## src/rtl/req_ack_arbiter.sv

```systemverilog
// Round-robin arbiter that shares one req/ack responder between NREQ requesters.
// It enforces the ack window, the ack timeout and the minimum req spacing.
module req_ack_arbiter #(
  parameter int NREQ    = 4,
  parameter int ACK_LAT = 4,
  parameter int MIN_GAP = 8,
  parameter int TO_CYC  = 16
) (
  input  logic            clk,
  input  logic            rst_n,
  input  logic [NREQ-1:0] src_req,
  output logic [NREQ-1:0] src_grant,
  output logic [NREQ-1:0] src_done,
  output logic            req,
  input  logic            ack,
  output logic            busy,
  output logic            err_unexp,
  output logic            err_timeout,
  output logic [7:0]      req_cnt,
  output logic [7:0]      ack_cnt
);
  localparam int OW   = (NREQ > 1) ? $clog2(NREQ) : 1;
  localparam int CMAX = (TO_CYC > MIN_GAP) ? TO_CYC : MIN_GAP;
  localparam int SW   = $clog2(CMAX + 2);

  typedef enum logic {IDLE, WAIT} state_t;

  state_t        state;
  logic [OW-1:0] ptr, owner, pick, idx;
  logic [OW:0]   sum;
  logic          found;
  // cycles elapsed since the last issued req; doubles as the ack offset k
  logic [SW-1:0] since, since_nxt;
  logic          started;
  logic          gap_ok, issue, ack_ok, accept, tmo, unexp;

  always_comb begin
    pick  = '0;
    found = 1'b0;
    sum   = '0;
    idx   = '0;
    for (int i = 0; i < NREQ; i++) begin
      sum = {1'b0, ptr} + (OW+1)'(i);
      if (sum >= (OW+1)'(NREQ)) sum = sum - (OW+1)'(NREQ);
      idx = sum[OW-1:0];
      if (!found && src_req[idx]) begin
        found = 1'b1;
        pick  = idx;
      end
    end
  end

  // no req yet since reset means the gap window is already closed
  assign gap_ok    = !started || (since >= SW'(MIN_GAP - 1));
  assign issue     = (state == IDLE) && found && gap_ok;
  assign ack_ok    = since >= SW'(ACK_LAT);
  assign accept    = (state == WAIT) && ack && ack_ok;
  assign tmo       = (state == WAIT) && !accept && (since == SW'(TO_CYC));
  assign unexp     = ack && !((state == WAIT) && ack_ok);
  assign since_nxt = issue ? '0 : (&since ? since : since + SW'(1));

  always_ff @(posedge clk or negedge rst_n) begin
    if (!rst_n) begin
      state       <= IDLE;
      ptr         <= '0;
      owner       <= '0;
      since       <= '0;
      started     <= 1'b0;
      req         <= 1'b0;
      src_grant   <= '0;
      src_done    <= '0;
      busy        <= 1'b0;
      err_unexp   <= 1'b0;
      err_timeout <= 1'b0;
      req_cnt     <= '0;
      ack_cnt     <= '0;
    end else begin
      since     <= since_nxt;
      req       <= issue;
      src_grant <= issue ? ({{(NREQ-1){1'b0}}, 1'b1} << pick) : '0;
      src_done  <= (accept || tmo) ? ({{(NREQ-1){1'b0}}, 1'b1} << owner) : '0;
      busy      <= issue || ((state == WAIT) && !accept && !tmo) ||
                   ((started || issue) && (since_nxt < SW'(MIN_GAP)));
      if (unexp) err_unexp <= 1'b1;
      if (tmo)   err_timeout <= 1'b1;
      if (accept) ack_cnt <= ack_cnt + 8'd1;
      case (state)
        IDLE: if (issue) begin
          state   <= WAIT;
          owner   <= pick;
          ptr     <= (pick == OW'(NREQ - 1)) ? '0 : pick + OW'(1);
          started <= 1'b1;
          req_cnt <= req_cnt + 8'd1;
        end
        WAIT: if (accept || tmo) state <= IDLE;
        default: state <= IDLE;
      endcase
    end
  end
endmodule

```

## config.mk

```make
export PLATFORM = sky130hd
export DESIGN_NAME = req_ack_arbiter
export DESIGN_NICKNAME = d
export VERILOG_FILES = /design/src/rtl/req_ack_arbiter.sv
export SDC_FILE = /design/constraint.sdc
export NUM_CORES = 1
export LEC_CHECK = 0
export CAP_MARGIN = 10
export CORE_ASPECT_RATIO = 1.4
export CORE_UTILIZATION = 45
export DETAILED_ROUTE_END_ITERATION = 10
export PLACE_DENSITY = 0.71
export SYNTH_ARGS = -nofsm -noshare
export SYNTH_HDL_FRONTEND = slang
export SYNTH_SLANG_ARGS = --single-unit
```

## constraint.sdc

```tcl
create_clock -name clk -period 4.9 [get_ports clk]
set_input_delay 0.49 -clock clk [delete_from_list [all_inputs] [get_ports clk]]
set_output_delay 0.49 -clock clk [all_outputs]
set_load 0.03 [all_outputs]
```

==> results.md <==
* Status: complete, no violations
* Reg2Reg Setup Slack at 2790 ps
* Unrepaired setup endpoints after global routing: false
* Cell depth of the worst setup path at 6
* Syn Inst Count at 156
* CP Max Fanout at 14
* Maxcap violations at 0
* Antenna viol nets, final at 0
* CP max stage cell: nor2_1
* Post-Synth Adder-Cell Area at 5.68%
* Synthesized area per cell at 11.3 sq um
* I/O pins at 35
* Synth top cells by count: dfrtp_1 (39), xnor2_1 (14), nor2_1 (12)
* Pre-CTS setup slack at 2270 ps
* Synth area leaders: dfrtp_1 (55%), xnor2_1 (7.0%), ha_1 (5.7%), nand4_1 (2.8%), nor2_1 (2.6%)
* Overflow after GRT at 0
* Yosys reg bits at 39
* Largest net degree at the start of global routing at 40
* Worst skew pair latency at 300 ps
* Crit share post-route at 47.6%
* Synth Area in XOR/XNOR at 7.45%
* Yosys top cell by area: dfrtp_1
* Fin. Hold Viols at 0
* DRC Markers at 0
* CTS tree: built
* Die height at 76.1 um
* Max-slew violation count at 0
* Post-layout net count at 208
* Post-CTS sizing at 0
* Clk buf depth at 2
* HP Class: primary input to asynchronous set/reset pin
* Pwr Total at 1.36 mW
* EDFF count, synth at 0
* Crit end category: register
* Req. time, crit path at 5080 ps
* Top cell type's share of synthesized area at 55.4%
* PwrDens at 607 nW/um^2
* Core box area at 3710 sq um
* RR Endpoint: req_cnt[1]
* DRT Pass-1 Iters at 4
* CP arrival at 2520 ps
* Post-synthesis mux area share at 3.69%
* GPL Wtd Cong at 0.711
* CP endpoint: owner[1]
* Die area at 4180 sq um
* Via Count at 1324
* H-tree depth at 2
* Routed WL per cell at 14.9 um
* Cell Count, Final, Fillers Out at 236
* Layout cells sized above 1 at 9.28%
* CTS sink count at 39
* Rows at 26
* First-pass GRT wire length at 5810 um
* Starting DRT DRC Count at 35
* TNS Setup at 0 ps
* Crit Path Class: primary input to register
* Post-CTS setup buffers at 0
* Startpoint Class: primary input
* Layout area overhead at 27.4%
* Reg2reg path depth at 6
* Maximum clock rate at 429 MHz
* Number of vias per cell at 5.61
* Die W at 54.9 um
* Total Wirelength at 3520 um
* Initial antenna violation count at 0
* Synth cell types at 39
* Reg clk slew, reported paths at 80 ps
* WP buf/inv at 2
* Minimum clock period at 2330 ps
* Placed cells at 228
* Cell Area, Synth at 1760 sq um
* Relative slew slack at 44.3%
* Simple-gate share of the synthesized area at 17.2%
* Port bufs at 34
* Reg-to-Reg Start: since[0]
* Main combinational cell family by area after synthesis: simple AND/OR/NAND/NOR gates
* Ys async rst share at 100%
* Worst setup startpoint: src_req[1]
* Detailed placement HPWL at 2510 um
* Final setup fails at 0
* TritonCTS buffer count at 5
* Syn_nets at 171
* Post-route clock skew at 3.89 ps
* CTS root buf: clkbuf_8
* Hold WS at 289 ps
* Tightest Pin Transition at 835 ps
* Vias in the first global route at 1341
* Top-count cell post-synth: dfrtp_1
* Warnings from Yosys at 0
* GRT Overall Usage at 19.3%
* Starting Density at 47.5%
* Sequential area share after synthesis at 55.4%
* # diodes at 0
* Hold buffers post-CTS at 0
* CP Cell Sequence: clkdlybuf4s50_1 -> nor4_1 -> nor2_1 -> nand2_2 -> inv_2 -> mux2_2
* Post-synth top flop: dfrtp_1
* Setup WS post-layout at 2570 ps
* Compound-Gate Fraction of Synth Area at 7.67%
* Leakage power at 1.02 nW
* Cell family with most CP delay: simple AND/OR/NAND/NOR gates
* Worst VDD drop at 0.439 mV
* Worst path max stage delay at 610 ps
## state kept, by name, summed over array words and instances (netlist names)
name,count
busy,1
owner,2
state,1
ptr,2
err_unexp,1
started,1
err_timeout,1
src_grant,4
src_done,4
req,1
ack_cnt,8
req_cnt,8
since,5
## worst register-to-register path: cells and delay by family (launching register included)
| kind | cells | cell delay, ps |
|---|---|---|
| muxes | 1 | 320 |
| buffers and inverters | 1 | 120 |
| and+or+nand+nor | 1 | 180 |
| adders and majority gates | 1 | 310 |
| DFF | 1 | 450 |
| AOI/OAI and AO/OA | 2 | 630 |
## power breakdown
part	leakage, nW	switching, mW	internal (mW)
combinational	0.471	0.318	0.238
clock	0.0581	0.115	0.152
sequential	0.489	0.122	0.419
## area by class of cell
cell class	instances	area (sq um)
clock buffers	5	68.8
clock inverters	3	43.8
fillers	321	1460
inverters	9	33.8
multi-input cells	104	736
flip-flops and latches	39	976
well taps	42	52.6
repair buffers	34	335
## worst min-delay path by stage
| stage | startpoint | endpoint | slack (ps) | cells past startpoint |
|---|---|---|---|---|
| 2_1_floorplan | rst_n | ack_cnt[0] | 190 | 0 |
| 3_3_place_gp | err_unexp | err_unexp | 440 | 1 |
| 3_5_place_dp | owner[0] | src_done[2] | 450 | 1 |
| 4_1_cts | rst_n | src_done[3] | 320 | 1 |
| 5_1_grt | rst_n | src_done[3] | 360 | 1 |
| 6_report | rst_n | ack_cnt[7] | 290 | 1 |
## kinds of logic after synthesis
group                      count (synthesis)
AOI/OAI and AO/OA                         20
muxes                                      6
DFF                                       39
buffers and inverters                     13
and+or+nand+nor                           55
xor gates and xnor gates                  15
adders and majority gates                  8
## cells in the final DEF (no fill, tap or decap), types with 3 or more instances in the layout
| master | synthesis | layout |
|---|---|---|
| and3_1 | 6 | 6 |
| nand2_1 | 6 | 6 |
| clkdlybuf4s50_1 | 0 | 33 |
| ha_1 | 8 | 8 |
| a21oi_1 | 7 | 7 |
| mux2_2 | 3 | 3 |
| xnor2_1 | 14 | 14 |
| nor3_1 | 4 | 4 |
| nand3_1 | 6 | 6 |
| inv_1 | 8 | 8 |
| clkbuf_8 | 0 | 5 |
| dfrtp_1 | 39 | 39 |
| nor2_1 | 12 | 12 |
| nand4_1 | 8 | 8 |
## per-stage QoR
stage / utilization [%] / cell area, sq um
floorplan: - / 1760
finish: 60.6 / 2250
global placement: 57.5 / 2130
global route: 60.6 / 2250
detailed placement: 57.5 / 2130
CTS: 60.6 / 2250
## per-layer routing
layer / global-route usage [%] / part of all wire [%] / up-vias
met4: 7.50 / 1.6 / 0
met3: 5.39 / 3.9 / 5
met1: 20.2 / 39 / 654
li1: - / - / 628
met2: 34.1 / 56 / 37
met5: 0 / 0 / -
No activity file was read; power rests on OpenSTA's default activity.
